--- config.mk ---
export PLATFORM = sky130hd
export DESIGN_NAME = ascon_perm_sequencer
export DESIGN_NICKNAME = d
export VERILOG_FILES = /design/src/rtl/ascon_perm_sequencer.sv
export SDC_FILE = /design/constraint.sdc
export NUM_CORES = 1
export LEC_CHECK = 0
export BUFFER_PORTS_ARGS = -buffer_cell sky130_fd_sc_hd__buf_4
export CAP_MARGIN = 20
export CORE_AREA = 5 5 42 44
export DETAILED_ROUTE_END_ITERATION = 7
export DIE_AREA = 0 0 47 49
export MAX_ROUTING_LAYER = met4
export SYNTH_ARGS = -nofsm -noshare
export SYNTH_HDL_FRONTEND = slang
export SYNTH_SLANG_ARGS = --single-unit
--- constraint.sdc ---
create_clock -name clock_i -period 1.35 [get_ports clock_i]
set_input_delay 0.135 -clock clock_i [delete_from_list [all_inputs] [get_ports clock_i]]
set_output_delay 0.135 -clock clock_i [all_outputs]
set_load 0.01 [all_outputs]
--- src/rtl/ascon_perm_sequencer.sv ---
// Round sequencer for the ASCON permutation datapath: issues p^a / p^b round
// schedules with registered controls. Optional stall input under ASCON_SEQ_HOLD_EN.
module ascon_perm_sequencer #(
    parameter int ROUNDS_A = 12,
    parameter int ROUNDS_B = 6
) (
    input  logic       clock_i,
    input  logic       resetb_i,
    input  logic       start_i,
    input  logic       mode_i,
`ifdef ASCON_SEQ_HOLD_EN
    input  logic       hold_i,
`endif
    output logic [3:0] round_o,
    output logic       enable_o,
    output logic       sel_mux_o,
    output logic       busy_o,
    output logic       done_o
);

    typedef enum logic [1:0] {
        ST_IDLE  = 2'd0,
        ST_FIRST = 2'd1,
        ST_RUN   = 2'd2,
        ST_DONE  = 2'd3
    } state_t;

    localparam logic [3:0] FIRST_A    = 4'(12 - ROUNDS_A);
    localparam logic [3:0] FIRST_B    = 4'(12 - ROUNDS_B);
    localparam logic [3:0] LAST_ROUND = 4'd11;

    state_t state_r;
    logic   hold_s;

`ifdef ASCON_SEQ_HOLD_EN
    assign hold_s = hold_i;
`else
    assign hold_s = 1'b0;
`endif

    // Sequencer state and all registered datapath controls.
    always_ff @(posedge clock_i or negedge resetb_i) begin
        if (!resetb_i) begin
            state_r   <= ST_IDLE;
            round_o   <= 4'd0;
            enable_o  <= 1'b0;
            sel_mux_o <= 1'b0;
            busy_o    <= 1'b0;
            done_o    <= 1'b0;
        end else begin
            case (state_r)
                ST_IDLE, ST_DONE: begin
                    if (start_i) begin
                        // The captured mode lives on as the starting round index.
                        state_r   <= ST_FIRST;
                        round_o   <= mode_i ? FIRST_B : FIRST_A;
                        enable_o  <= 1'b1;
                        sel_mux_o <= 1'b0;
                        busy_o    <= 1'b1;
                        done_o    <= 1'b0;
                    end else begin
                        state_r   <= ST_IDLE;
                        round_o   <= 4'd0;
                        enable_o  <= 1'b0;
                        sel_mux_o <= 1'b0;
                        busy_o    <= 1'b0;
                        done_o    <= 1'b0;
                    end
                end
                ST_FIRST, ST_RUN: begin
                    if (hold_s) begin
                        // Round shown was written at the stall edge; keep it, block writes.
                        state_r   <= state_r;
                        round_o   <= round_o;
                        enable_o  <= 1'b0;
                        sel_mux_o <= sel_mux_o;
                        busy_o    <= 1'b1;
                        done_o    <= 1'b0;
                    end else if (round_o == LAST_ROUND) begin
                        state_r   <= ST_DONE;
                        round_o   <= LAST_ROUND;
                        enable_o  <= 1'b0;
                        sel_mux_o <= 1'b1;
                        busy_o    <= 1'b0;
                        done_o    <= 1'b1;
                    end else begin
                        state_r   <= ST_RUN;
                        round_o   <= round_o + 4'd1;
                        enable_o  <= 1'b1;
                        sel_mux_o <= 1'b1;
                        busy_o    <= 1'b1;
                        done_o    <= 1'b0;
                    end
                end
                default: begin
                    state_r   <= ST_IDLE;
                    round_o   <= 4'd0;
                    enable_o  <= 1'b0;
                    sel_mux_o <= 1'b0;
                    busy_o    <= 1'b0;
                    done_o    <= 1'b0;
                end
            endcase
        end
    end

endmodule

==> impl_metrics.py <==
metrics = {
    "cts": {
        "cts.sinks": 8,
        "clock_latency_ps": 250,
        "path_clk_slew_ps": 50,
        "cts_buffer_depth": 2,
        "cts_hold_buf": 1,
        "post-cts-setup-buffers": 0,
        "root_buffer": "clkbuf_4",
        "cts_made_buffers": 3,
        "htree_levels": 1,
        "cts_tree": "built",
        "cts-resized-gates": 0,
    },
    "logic_synthesis": {
        "synth_cells": 27,
        "seq_area_frac_synth_pct": 60.84,
        "syn_area_per_cell_um2": 12.19,
        "synthFlopType": "dfrtp_1",
        "synth_area_um2": 329.1,
        "synth_cell_types": 14,
        "yosys.area.top_type": "dfrtp_1",
        "yosys-top-cells-area": "dfrtp_1 (61%), nor2_1 (5.7%), xnor2_2 (4.9%), a21oi_1 (4.6%), ha_1 (3.8%)",
        "synth_edf_count": 0,
        "ys_seq_elements": 8,
        "syn-num-nets": 32,
        "yosys_warnings": 0,
        "synthArstFlopShare_pct": 100.0,
        "synth_common_cells": "dfrtp_1 (8), nor2_1 (5), a21oi_1 (3)",
        "synth_top_area_share_pct": 60.84,
        "yosysMostFrequentCell": "dfrtp_1",
    },
    "setup_path": {
        "arrival_ps": 1320,
        "cp-startpoint": "round_o[0]",
        "r2r_end": "state_r[0]",
        "cpPeakStageDelay_ps": 410,
        "crit_chain": "ha_1 -> nand3b_1 -> nor2_2 -> a21o_2",
        "slowest_stage": "dfrtp_1",
        "reg2reg_slack_ps": 170,
        "r2r-start": "round_o[0]",
        "crit_required_ps": 1490,
        "path_class": "reg -> reg",
        "worst_r2r_path_depth": 4,
        "start_kind": "register",
        "worst-path-stages": 4,
        "cp-end-kind": "register",
        "setup.worst_path.end": "state_r[0]",
        "critPathMaxFanout": 4,
        "crit_family": "flip-flops",
        "crit_buf_inv": 0,
    },
    "timing": {
        "grt_setup_unrepaired": "false",
        "fin_crit_sh_pct": 87.28,
        "fin_skew_ps": 1.520,
        "max_clock_freq_mhz": 848.7,
        "tightest_slew_ps": 371.2,
        "fin_ws_ps": 171.7,
        "final-setup-viol-count": 0,
        "slew_violations": 0,
        "hold_violations": 0,
        "maxSlewHeadroom_pct": 75.13,
        "setup_tns_ps": 0,
        "fin_crit_ps": 1178,
    },
    "worst_hold_path": {
        "hold_class": "in -> reg",
        "hold_start": "start_i",
        "holdPathStages": 2,
    },
    "floorplanning": {
        "io-pin-count": 12,
        "initial_core_util_pct": 23.48,
        "core-area_um2": 1401,
        "die_y_um": 49,
        "die_area_um2": 2303,
        "fp-row-count": 14,
        "die_w_um": 47,
    },
    "global_route": {
        "grt_pass1_wl_um": 952,
        "grt.total_usage_pct": 6.100,
        "grt.overflow.total": 0,
        "antenna_found_initial": 0,
        "first_global_vias": 228,
        "grt_start_max_net_pins": 9,
    },
    "route": {
        "wl_per_cell_um": 10.79,
        "vias": 239,
        "drt_iter0_markers": 10,
        "routed_wl_um": 615,
        "routed_via_density": 4.193,
        "ant_nets": 0,
        "drt_first_pass_iters": 2,
        "drc_errors": 0,
    },
    "layout": {
        "drive_above_1_share_pct": 46.34,
        "regArea_um2": 200.2,
        "multiInputGateArea_um2": 117.6,
        "nFillCells": 149,
        "syn_to_final_growth_pct": 38.78,
        "final_nets": 48,
        "final_cell_mix": "buf_4 (11), dfrtp_1 (8), nor2_1 (5)",
        "mostFrequentLayoutCell": "buf_4",
        "diodes": 0,
    },
    "placed_design": {
        "gp_congestion": 0.6598,
        "numPortBuffers": 11,
        "dp_slack_ps": 182.3,
    },
    "pwr": {
        "ir_worst_vdd_mv": 0.5664,
        "cellLeakagePower_nw": 0.2219,
        "power_density_nw_per_um2": 2531,
        "power.total_w": 0.001156,
    },
    "outcome": {
        "status": "completed",
    },
    "run": {
        "maxCapViolCount": 0,
    },
}
## kinds of logic (layout without fill, tap and decap cells)
group / Yosys count / after routing / synth area share [%]
AO/OA/AOI/OAI: 5 / 5 / 9.886
XOR/XNOR: 2 / 2 / 7.606
adder cells (fa/ha/maj): 1 / 1 / 3.802
buffers and inverters: 2 / 16 / 3.422
flip-flops: 8 / 8 / 60.84
multiplexers: 1 / 1 / 3.042
AND/OR/NAND/NOR: 8 / 8 / 11.41
## flip-flops by register name, indices dropped and copies added, names as in the netlist
signal and flops:
busy_o 1, done_o 1, round_o 4, state_r 2
## worst min-delay path by stage
stage                 end
2_1_floorplan      busy_o
3_3_place_gp       done_o
3_5_place_dp       done_o
4_1_cts        state_r[0]
5_1_grt        state_r[0]
6_report       state_r[0]
## per-stage QoR
stage                     instance area (um^2)  utilization (%)  instances  hold slack, ps
after floorplan                          329.1                -         27          -160.6
after detailed placement                 424.2            30.27         53          -41.27
after CTS                                456.7            32.59         57           120.9
after global placement                   424.2            30.27         53          -41.94
final                                    456.7            32.59         57           121.5
after global routing                     456.7            32.59         57           114.8
## final cells by class
| class | count | area share [%] |
|---|---|---|
| clock buffers | 3 | 4.932 |
| well taps | 16 | 4.384 |
| flip-flops and latches | 8 | 43.84 |
| repair buffers | 12 | 20.27 |
| multi-input cells | 17 | 25.75 |
| inverters | 1 | 0.8219 |
## layer usage
metal  vias to the layer above  track usage [%]  part of all wire [%]
met5                         -                -                     0
met4                         0            4.147                     0
met2                         8            7.240                    48
met1                       113            6.935                    44
li1                        118                -                     -
met3                         0            4.428                   7.6
## where the power goes
group / switching (W) / internal (W) / total (W)
Combinational: 0.000268 / 0.000269 / 0.000538
Clock: 0.0000766 / 0.000101 / 0.000178
Sequential: 0.0000935 / 0.000347 / 0.000440
Note: power is estimated with default switching activity, not from simulation.
